[src/rtl/noise_freq_lfsr.sv]
// Noise channel period timer and 15-bit LFSR.
// The timer counts NNF..0 on enabled edges; each zero-crossing reloads it and shifts the LFSR once.
module noise_freq_lfsr (
    input  logic        CLK,
    input  logic        RES,
    input  logic        ACLK_EN,
    input  logic [10:0] NNF,
    input  logic        NMODE,
    output logic [10:0] TIMER,
    output logic [14:0] LFSR,
    output logic        RNDOUT,
    output logic        SHIFT
);

    localparam int unsigned TIMER_W = 11;
    localparam int unsigned LFSR_W  = 15;
    localparam logic [LFSR_W-1:0] LFSR_SEED = LFSR_W'(1);

    logic [TIMER_W-1:0] r_timer;
    logic [LFSR_W-1:0]  r_lfsr;
    logic               r_shift;

    logic               w_reload;
    logic               w_fb;
    logic [LFSR_W-1:0]  w_lfsr_next;

    assign w_reload = (r_timer == TIMER_W'(0));

    // Tap select is sampled on the shift edge only; all-zero state is forced back to the seed.
    always_comb begin
        w_fb        = r_lfsr[0] ^ (NMODE ? r_lfsr[6] : r_lfsr[1]);
        w_lfsr_next = {w_fb, r_lfsr[LFSR_W-1:1]};
        if (r_lfsr == LFSR_W'(0)) begin
            w_lfsr_next = LFSR_SEED;
        end
    end

    always_ff @(posedge CLK) begin
        if (RES) begin
            r_timer <= TIMER_W'(0);
            r_lfsr  <= LFSR_SEED;
            r_shift <= 1'b0;
        end else if (ACLK_EN) begin
            if (w_reload) begin
                r_timer <= NNF;
                r_lfsr  <= w_lfsr_next;
                r_shift <= 1'b1;
            end else begin
                r_timer <= r_timer - TIMER_W'(1);
                r_shift <= 1'b0;
            end
        end else begin
            r_shift <= 1'b0;
        end
    end

    assign TIMER  = r_timer;
    assign LFSR   = r_lfsr;
    assign RNDOUT = r_lfsr[0];
    assign SHIFT  = r_shift;

endmodule

[config.mk]
export PLATFORM = sky130hd
export DESIGN_NAME = noise_freq_lfsr
export DESIGN_NICKNAME = d
export VERILOG_FILES = /design/src/rtl/noise_freq_lfsr.sv
export SDC_FILE = /design/constraint.sdc
export NUM_CORES = 1
export LEC_CHECK = 0
export ABC_AREA = 1
export BUFFER_PORTS_ARGS = -buffer_cell sky130_fd_sc_hd__buf_2
export CAP_MARGIN = 10
export CORE_UTILIZATION = 51
export DETAILED_ROUTE_END_ITERATION = 8
export HOLD_SLACK_MARGIN = 0.08
export PLACE_DENSITY = 0.78
export RECOVER_POWER = 25
export SYNTH_ARGS = -nofsm -noshare
export SYNTH_HDL_FRONTEND = slang
export SYNTH_SLANG_ARGS = --single-unit
[constraint.sdc]
create_clock -name CLK -period 2 [get_ports CLK]
set_clock_uncertainty 0.2 [all_clocks]
set_input_delay 0.3 -clock CLK [delete_from_list [all_inputs] [get_ports CLK]]
set_output_delay 0.3 -clock CLK [all_outputs]
set_load 0.05 [all_outputs]
# After elaboration in Yosys (flattened, before gate mapping)

Cells that the tools add are included.
W data, S select, Z words.

Bits in registers: 27
Input port bits: 15
Output and inout port bits: 28
Logic and storage cells: 14

Add/sub/neg operators: 1
Mux-type cells: 4
Bitwise gates (word level): 2
Reductions and logical operators: 4

Operators with widths:

| kind                    | number |
|---|---|
| $logic_not A15 Y1       | 1 |
| $mux W15                | 1 |
| $logic_not A11 Y1       | 1 |
| $mux W11                | 1 |
| $sub A11 B1 Y11 const B | 1 |
| $mux W1                 | 2 |
| $reduce_and A2 Y1       | 1 |
| $reduce_or A2 Y1        | 1 |
| $not A1 Y1              | 1 |
| $xor A1 B1 Y1           | 1 |

# Longest topological paths before layout

Gate-level depths: netlist (run 1).

Depth after elaboration: 3
Depth in mapped cells: 11
Depth with buffers taken out: 11

# Least setup slack after synthesis (run 1)

No wires, ideal clock.

Path type: reg2reg
From: reg r_timer[0], in the netlist TIMER[0]
To: reg r_lfsr[3], in the netlist LFSR[3]
Library setup time: 128 ps
Arrival time: 1,625 ps
Data required time: 1,672 ps
Setup slack: 48 ps
Cell stages (with the launch flop): 10
Path buffers: 1
Period minus slack after synthesis: 1,952 ps
Path through: dfxtp_1 inv_1 ha_1 inv_1 nor3_4 nand3_2 inv_2 buf_6 o21ai_0 nor2_1

Cells in the longest elaborated chain, start to end: 2

Ends and longest elaborated chain:

| element                     | line | text |
|---|---|---|
| from (decl)                 | 19   | `logic [TIMER_W-1:0] r_timer;` |
| from (signal assigned)      | 49   | `r_timer <= r_timer - TIMER_W'(1);` |
| $logic_not A11 Y1           | 27   | `assign w_reload = (r_timer == TIMER_W'(0));` |
| $reduce_and A2 Y1 (no line) | --   |  |
| to (signal assigned)        | 46   | `r_lfsr <= w_lfsr_next;` |
| to (decl)                   | 20   | `logic [LFSR_W-1:0] r_lfsr;` |

Every way passes these cells.
A chain may end at the register's enable or synchronous reset.

# Worst setup path after layout (run 1)

From: reg r_timer[0], in the netlist TIMER[0]
To: reg r_timer[6], in the netlist TIMER[6]

Cells in the longest elaborated chain, start to end: 2
Elaborated cells between the ends (all ways): 3
Classes of those cells: 1 x add/sub; 1 x mux; 1 x reduce/logical

Ends and longest elaborated chain:

| element                                              | line   | text |
|---|---|---|
| $sub A11 B1 Y11 or $logic_not A11 Y1 (tied branches) | 49, 27 |  |
| $mux W11 *                                           | 44     | `if (w_reload) begin` |

Every way passes the cells marked *; elsewhere a longest branch is shown, timed or not.

==> impl_metrics.csv, run 1 <==
group,metric,value,unit
cts,cts_tree,"yes",
finish,antenna_cells,0,
worst_setup_path,reg2reg_setup_slack,0.18,ns
synth,synth_compound_area_frac,0.124,
synth,syn_avg_cell_area,6.71,um2
die,rows,19,
route,drt-total-wl,3380,um
synth,yosys.area.top_type_share,0.356,
placed_design,port_buffers,42,
synth,syn_inst,226,
die,chipWidth,56.5,um
worst_setup_path,r2r-end,"TIMER[6]",
global_routing,antenna_found_initial,0,
synth,synth_top_family_by_area,"simple AND/OR/NAND/NOR gates",
finish,drive_above_1_share,0.178,
worst_setup_path,cp.required,2.05,ns
cts,htreeDepth,1,
timing,whs,0.0918,ns
cts,cts.sinks,27,
cts,clock_path_buffers,2,
synth,synthXorXnorAreaFrac,0.0116,
synth,ys.flop_type,"dfxtp_1",
die,dieArea,3200,um2
run,cap_violations,0,
worst_setup_path,crit_path_start_kind,"register",
finish,seq_area,541,um2
pwr,p_leak,0.889,nW
worst_setup_path,max_stage_delay,0.36,ns
worst_setup_path,path_delay_family,"simple AND/OR/NAND/NOR gates",
synth,yosys_register_bits,27,
global_routing,overflow,0,
die,core,2780,um2
global_routing,grt_max_degree,19,
die,pin_count,43,
worst_setup_path,critPathKind,"reg -> reg",
timing,hold_violations,0,
cts,cts_setup_buffers,0,
route,antenna_left,0,
synth,synthSimpleGateAreaFrac,0.370,
timing,min_period,1.82,ns
hold_path,hold_path.startpoint,"NNF[6]",
worst_setup_path,path_cells,"inv_1 -> ha_1 -> inv_1 -> nor2_1 -> nand3_4 -> nor2_8 -> nand2_4 -> or2_0 -> nand2_1 -> nor2_1",
cts,cts_buffers,3,
synth,synth_edf_count,0,
timing,setup_tns,0,ns
synth,syn_area,1520,um2
worst_setup_path,rr_worst_depth,10,
finish,multiInputGateArea,791,um2
placed_design,dp_hpwl,2590,um
finish,stdcell_count,300,
pwr,ir_worst_vdd,1.31,mV
worst_setup_path,endpoint,"TIMER[6]",
worst_setup_path,startpoint,"TIMER[0]",
timing,rsz0062_at_grt,"false",
route,drc,0,
finish,fillers,286,
global_routing,grt_pass1_wl,5850,um
placed_design,routabilityCongestion,0.877,
run_status,outcome,"completed",
route,via_per_inst,5.12,
timing,worst_pin_slew,0.599,ns
synth,yosysSeqAreaShare,0.356,
timing,max_freq,550,MHz
route,drt-initial-drc-count,67,
worst_setup_path,end_kind,"register",
timing,maxSlewHeadroom,0.603,
global_routing,first_global_vias,1431,
route,wire_per_inst,11.3,um
cts,clk_pin_slew_worst_paths,0.15,ns
hold_path,hold_path_class,"in -> reg",
finish,areaGrowthSynthToFinish,16.3,%
synth,syn_nets,243,
synth,synthAdderAreaFrac,0.0165,
timing,maxSlewViolCount,0,
synth,synthMuxAreaShare,0,
timing,final.period_utilization,0.909,
timing,setup_violations,0,
worst_setup_path,arrival,1.87,ns
worst_setup_path,path_depth,10,
worst_setup_path,reg2reg_from,"TIMER[0]",
worst_setup_path,cp_max_fo,9,
worst_setup_path,slowest_stage,"dfxtp_1",
synth,async_flop_share,0,
pwr,power_density,1840,nW/um2
global_routing,track_usage,0.226,
route,num_vias,1535,
synth,ys_top_cells_by_area,"dfxtp_1 36%, nand2_1 13%, inv_1 8.4%",
route,firstDrtPassIters,4,
placed_design,placedCellCount,295,
worst_setup_path,crit_buf_inv,2,
synth,ys_warn_count,0,
die,initial_utilization,0.545,
synth,synth.distinct_cells,33,
finish,nets,287,
cts,clk-insertion-delay-late,0.32,ns
hold_path,hold_depth,4,
synth,yosys.area.top_type,"dfxtp_1",
die,fp.dieH,56.5,um
cts,root_buffer,"clkbuf_4",
## cell usage in the layout (no fill, tap or decap), types with 2 or more instances in the layout
| cell type | n |
|---|---|
| nor2_1 | 22 |
| dfxtp_1 | 27 |
| buf_2 | 30 |
| clkbuf_4 | 3 |
| clkinv_1 | 2 |
| nor2_4 | 3 |
| nand4_1 | 3 |
| a21oi_1 | 20 |
| a211oi_1 | 2 |
| ha_1 | 2 |
| nand3_1 | 22 |
| nand2_1 | 54 |
| inv_1 | 34 |
| clkbuf_1 | 12 |
| o21ai_0 | 12 |
| buf_4 | 3 |
## tightest hold or removal path, stage by stage
cell and delay, ns:
buf_2 0.07, or2_0 0.10, nand2_1 0.05, nor2_1 0.08
## cells by family after synthesis
logic type      after synthesis
simple gates                115
xor+xnor                      2
compound gates               36
buf+inv                      44
flops                        27
fa+ha+maj                     2
## where the power goes
part / total, mW / internal (mW) / switching, mW
Clock: 0.245 / 0.0750 / 0.170
Combinational: 2.10 / 0.589 / 1.51
Sequential: 0.907 / 0.712 / 0.195
## cells in the mapped netlist (2+ instances only)
cell type  instances
a211oi_1           2
nand2_1           54
inv_1             34
ha_1               2
nor2_4             3
buf_6              2
clkbuf_1           2
a21oi_1           20
nor2_1            22
clkinv_1           2
nand4_1            3
o21ai_0           12
nand3_1           22
dfxtp_1           27
## sequential cells by signal, summed over array words and instances (netlist names)
register and cells:
LFSR 15, TIMER 11, SHIFT 1
## through the flow
step           cell area [um2]  utilization  worst slack (ns)  power (mW)
2_1_floorplan             1520            -            0.0477        2.65
3_3_place_gp              1740        0.626             0.259        3.01
3_5_place_dp              1740        0.626             0.198        3.04
4_1_cts                   1780        0.640             0.178        3.28
5_1_grt                   1760        0.634          0.000972        3.52
6_report                  1760        0.634             0.181        3.25
## repair_timing
action                                  4_1_cts  5_1_grt
hold buffers                                  1        0
hold endpoints to repair                      1        0
endpoints found under the setup margin        0        0
resized for setup                             0        0
## area by class of cell
type / count / area share
Clock buffer: 3 / 0.0128
Clock inverter: 1 / 0.00284
Inverter: 37 / 0.0787
Multi-Input combinational cell: 155 / 0.448
Sequential cell: 27 / 0.306
Tap cell: 31 / 0.0220
Timing Repair Buffer: 46 / 0.129
## per-layer routing
layer	wire length (um)	vias to the layer above	track usage
met4	31	0	0.0836
met2	1680	34	0.403
li1	-	802	-
met3	137	4	0.0276
met1	1540	695	0.275
met5	0	-	0
## worst min path at each step
stage,end,slack [ns]
floorplan,TIMER[5],0.30
global placement,LFSR[1],0.27
detailed placement,LFSR[1],0.28
CTS,TIMER[5],0.09
global route,TIMER[5],0.09
finish,TIMER[6],0.09
Power figures use the tool's default switching activity.
==> run 2, diff against run 1 <==
--- a/config.mk
+++ b/config.mk
@@ -8,10 +8,13 @@
 export ABC_AREA = 1
 export BUFFER_PORTS_ARGS = -buffer_cell sky130_fd_sc_hd__buf_2
 export CAP_MARGIN = 10
-export CORE_UTILIZATION = 51
+export CELL_PAD_IN_SITES_DETAIL_PLACEMENT = 0
+export CELL_PAD_IN_SITES_GLOBAL_PLACEMENT = 2
+export CORE_MARGIN = 2
+export CORE_UTILIZATION = 27
 export DETAILED_ROUTE_END_ITERATION = 8
 export HOLD_SLACK_MARGIN = 0.08
-export PLACE_DENSITY = 0.78
+export PLACE_DENSITY_LB_ADDON = 0.1
 export RECOVER_POWER = 25
 export SYNTH_ARGS = -nofsm -noshare
 export SYNTH_HDL_FRONTEND = slang
==> run 2 against run 1 <==
Critical path depth is the same. Final area grew 6.2%. Register-to-register slack is essentially flat. Largest cell class unchanged. Highest routed layer unchanged.
==> impl_metrics.csv, run 2 (synthesis gave the netlist of run 1 again) <==
group,metric,value,unit
finish,fillers,657,
timing,rsz0062_at_grt,"false",
pwr,total_power,3.46,mW
global_routing,grt_max_degree,18,
worst_setup_path,endpoint,"TIMER[6]",
finish,drive_above_1_share,0.197,
finish,antenna_cells,0,
global_routing,grt_pass1_wl,7140,um
hold_path,hold_path_class,"in -> reg",
worst_setup_path,crit_path_start_kind,"register",
timing,maxSlewViolCount,0,
timing,hold_violations,0,
route,antenna_left,0,
die,fp.dieH,78.9,um
timing,worst_pin_slew,0.599,ns
cts,cts.sinks,27,
die,rows,27,
timing,setup_tns,0,ns
cts,postCtsHoldBufs,0,
route,wire_per_inst,12.6,um
worst_setup_path,cp_max_fo,9,
finish,areaGrowthSynthToFinish,23.6,%
timing,max_freq,554,MHz
die,chipWidth,78.9,um
cts,clock_path_buffers,2,
cts,htreeDepth,1,
hold_path,hold_path.startpoint,"NNF[0]",
worst_setup_path,end_kind,"register",
finish,nets,292,
run,cap_violations,0,
global_routing,track_usage,0.148,
cts,clk-insertion-delay-late,0.29,ns
timing,final.period_utilization,0.903,
placed_design,routabilityCongestion,0.758,
die,pin_count,43,
die,dieArea,6230,um2
route,drc,0,
finish,layout_common_cells,"54 x nand2_1, 34 x inv_1, 29 x buf_2",
worst_setup_path,cp.required,2.00,ns
timing,maxSlewHeadroom,0.603,
cts,cts_buffers,3,
finish,largest_reg_flops,15,
worst_setup_path,critPathKind,"reg -> reg",
die,core,5470,um2
pwr,p_leak,0.919,nW
die,initial_utilization,0.277,
route,num_vias,1513,
route,via_per_inst,4.37,
worst_setup_path,rr_worst_depth,10,
run_status,outcome,"completed",
timing,setup_violations,0,
route,drt-initial-drc-count,62,
placed_design,dp_hpwl,3310,um
route,drt-total-wl,4350,um
timing,min_period,1.81,ns
global_routing,overflow,0,
finish,mostFrequentLayoutCell,"nand2_1",
worst_setup_path,reg2reg_setup_slack,0.19,ns
pwr,power_density,1850,nW/um2
worst_setup_path,reg2reg_from,"TIMER[0]",
global_routing,first_global_vias,1466,
route,firstDrtPassIters,4,
cts,cts_tree,"yes",
worst_setup_path,startpoint,"TIMER[0]",
worst_setup_path,r2r-end,"TIMER[6]",
cts,root_buffer,"clkbuf_8",
placed_design,port_buffers,42,
worst_setup_path,arrival,1.80,ns
pwr,ir_worst_vdd,0.620,mV
cts,clk_pin_slew_worst_paths,0.11,ns
global_routing,antenna_found_initial,0,
==> run 2: worst max-delay path, stage by stage, from the launching register on <==
cell	delay, ns
dfxtp_1	0.35
inv_1	0.11
ha_1	0.16
inv_1	0.07
nor2_2	0.13
nand3_4	0.11
nor2_8	0.17
nand2_4	0.11
or2_0	0.21
nand2_1	0.06
nor2_1	0.04
==> run 2: power by group <==
part | total [mW] | switching (mW) | leakage [nW] | internal, mW
clock network | 0.359 | 0.212 | 0.0261 | 0.147
registers | 0.901 | 0.189 | 0.221 | 0.712
logic | 2.20 | 1.57 | 0.672 | 0.631
total | 3.46 | 1.97 | 0.919 | 1.49
==> run 2: layer usage <==
layer | global-route usage | vias up | share of wire
met1 | 0.174 | 673 | 0.45
met3 | 0.0341 | 2 | 0.034
li1 | - | 810 | -
met2 | 0.277 | 28 | 0.51
met4 | 0.0259 | 0 | 0.0057
met5 | 0 | - | 0
==> run 2: worst min path at each step <==
stage / end / slack (ns) / cells after the start
after CTS: TIMER[0] / 0.12 / 5
after global placement: LFSR[12] / 0.28 / 2
after global routing: TIMER[1] / 0.13 / 5
final: TIMER[0] / 0.12 / 5
after detailed placement: LFSR[1] / 0.28 / 2
after floorplan: TIMER[5] / 0.30 / 2
==> run 2: what timing repair did <==
item                       in CTS  in global routing
gates resized for setup         0                  1
buffers inserted                0                  0
setup endpoints to repair       0                  2
==> run 2: layout make-up <==
cell class                      count  area (um2)  area share
Clock buffer                        3        41.3      0.0220
Clock inverter                      1        8.76     0.00467
Inverter                           37         139      0.0741
Multi-Input combinational cell    155         793       0.423
Sequential cell                    27         541       0.288
Tap cell                           72        90.1      0.0481
Timing Repair Buffer               51         262       0.140
==> run 2: per-stage QoR <==
step	cell area (um2)	utilization	std cells	worst slack [ns]	hold slack [ns]
2_1_floorplan	1520	-	226	0.0477	0.298
3_3_place_gp	1840	0.336	342	0.210	0.279
3_5_place_dp	1840	0.336	342	0.126	0.284
4_1_cts	1890	0.345	346	0.110	0.117
5_1_grt	1870	0.342	346	0.0223	0.127
6_report	1870	0.342	346	0.195	0.116
==> run 3, diff against run 2 <==
--- a/config.mk
+++ b/config.mk
@@ -16,6 +16,7 @@
 export HOLD_SLACK_MARGIN = 0.08
 export PLACE_DENSITY_LB_ADDON = 0.1
 export RECOVER_POWER = 25
+export REMOVE_ABC_BUFFERS = 1
 export SYNTH_ARGS = -nofsm -noshare
 export SYNTH_HDL_FRONTEND = slang
 export SYNTH_SLANG_ARGS = --single-unit
==> run 3 against run 2 <==
Total power fell by 2.2%. Routed wire length fell by 2.8%. Clock-buffer cell count did not move. Largest cell class unchanged. Worst hold slack improved by 0.014 ns. Final cell count fell by 0.58%. Critical path depth rose by 1. Setup slack improved by 0.018 ns. Register-to-register slack improved by 0.02 ns. Combinational power barely moved.
==> impl_metrics.csv, run 3 (synthesis gave the netlist of run 1 again) <==
group,metric,value,unit
route,drt-initial-drc-count,36,
hold_path,hold_depth,5,
cts,root_buffer,"clkbuf_8",
timing,hold_violations,0,
cts,cts_resized,0,
cts,cts.sinks,27,
pwr,p_sw_frac,0.569,
pwr,ir_worst_vdd,0.545,mV
placed_design,routabilityCongestion,0.737,
die,dieArea,6230,um2
finish,mostFrequentLayoutCell,"nand2_1",
pwr,switchingPower,1.93,mW
cts,cts_setup_buffers,0,
finish,largest_reg_flops,15,
finish,nets,290,
worst_setup_path,reg2reg_setup_slack,0.21,ns
cts,clock_path_buffers,2,
pwr,internal_power,1.46,mW
timing,maxSlewHeadroom,0.602,
global_routing,antenna_found_initial,0,
timing,max_freq,559,MHz
timing,rsz0062_at_grt,"false",
cts,postCtsHoldBufs,0,
route,via_per_inst,4.41,
pwr,power_density,1830,nW/um2
hold_path,hold_path.startpoint,"NNF[0]",
timing,final.period_utilization,0.894,
global_routing,track_usage,0.137,
worst_setup_path,rr_worst_depth,11,
worst_setup_path,cp_max_fo,9,
global_routing,first_global_vias,1431,
finish,utilization,0.339,
worst_setup_path,reg2reg_from,"TIMER[0]",
run_status,outcome,"completed",
pwr,pwr-share-seq,0.265,
die,rows,27,
cts,cts_buffers,3,
worst_setup_path,end_kind,"register",
cts,cts_tree,"yes",
run,cap_violations,0,
timing,min_period,1.79,ns
route,drc,0,
cts,clk_pin_slew_worst_paths,0.10,ns
finish,layout_common_cells,"54 x nand2_1, 34 x inv_1, 29 x buf_2",
timing,maxSlewViolCount,0,
hold_path,worstHoldEndpoint,"TIMER[0]",
die,pin_count,43,
worst_setup_path,critPathKind,"reg -> reg",
worst_setup_path,arrival,1.77,ns
cts,htreeDepth,1,
route,drt-total-wl,4230,um
pwr,p_clk_frac,0.095,
hold_path,hold_path_class,"in -> reg",
pwr,comb_power_share,0.639,
die,core,5470,um2
timing,setup_tns,0,ns
timing,setup_violations,0,
placed_design,dp_hpwl,3320,um
timing,worst_pin_slew,0.600,ns
worst_setup_path,crit_path_start_kind,"register",
cts,clk-insertion-delay-late,0.28,ns
finish,areaGrowthSynthToFinish,22.4,%
global_routing,grt_max_degree,18,
die,fp.dieH,78.9,um
die,initial_utilization,0.277,
route,wire_per_inst,12.3,um
route,firstDrtPassIters,4,
global_routing,overflow,0,
placed_design,port_buffers,42,
route,num_vias,1516,
worst_setup_path,cp.required,1.98,ns
die,chipWidth,78.9,um
route,antenna_left,0,
finish,drive_above_1_share,0.191,
global_routing,grt_pass1_wl,6730,um
pwr,p_leak,0.909,nW
worst_setup_path,r2r-end,"TIMER[10]",
finish,antenna_cells,0,
run 3: worst max-delay path by stage:
stage	cells past startpoint	end	slack [ns]	from
floorplan	8	LFSR[10]	0.04	TIMER[0]
global placement	10	TIMER[6]	0.21	TIMER[0]
detailed placement	11	TIMER[10]	0.15	TIMER[0]
CTS	10	TIMER[6]	0.13	TIMER[0]
global route	11	TIMER[10]	0.03	TIMER[0]
finish	11	TIMER[10]	0.21	TIMER[0]
run 3: power groups by stage:
stage          registers [mW]  clock network (mW)  logic (mW)
3_5_place_dp            0.913                   0        2.21
3_3_place_gp            0.916                   0        2.23
5_1_grt                 0.933               0.363        2.39
6_report                0.899               0.323        2.17
4_1_cts                 0.900               0.340        2.22
2_1_floorplan            1.52                   0        1.08
run 3: area by class of cell:
type                       instances  area [um2]
fill                             647        3620
multi-input combinational        155         793
sequential                        27         541
timing repair buffer              49         246
inverter                          37         139
tap                               72        90.1
clock buffer                       3        41.3
clock inverter                     1        5.00
run 3: routing by layer:
metal | part of all wire | wire (um) | global-route usage
met1 | 0.46 | 1950 | 0.167
met2 | 0.50 | 2100 | 0.253
met3 | 0.037 | 157 | 0.0205
met4 | 0.0045 | 19 | 0.0310
met5 | 0 | 0 | 0
run 3: worst max-delay path: stages, from the launching register on:
cell	delay [ns]
dfxtp_1	0.35
inv_1	0.11
ha_1	0.15
inv_1	0.08
nor2_2	0.13
nand3_4	0.11
nor2_8	0.16
nand2_4	0.11
inv_1	0.13
nand2_1	0.07
nand3_1	0.06
nor2_1	0.04
run 3: per-stage QoR:
stage	hold WS [ns]	setup WS [ns]	total power [mW]	std cells	area [um2]
3_3_place_gp	0.275	0.211	3.15	340	1820
5_1_grt	0.157	0.0308	3.69	344	1860
3_5_place_dp	0.271	0.153	3.12	340	1820
4_1_cts	0.118	0.131	3.46	344	1870
2_1_floorplan	0.169	0.0428	2.59	219	1470
6_report	0.130	0.212	3.39	344	1860
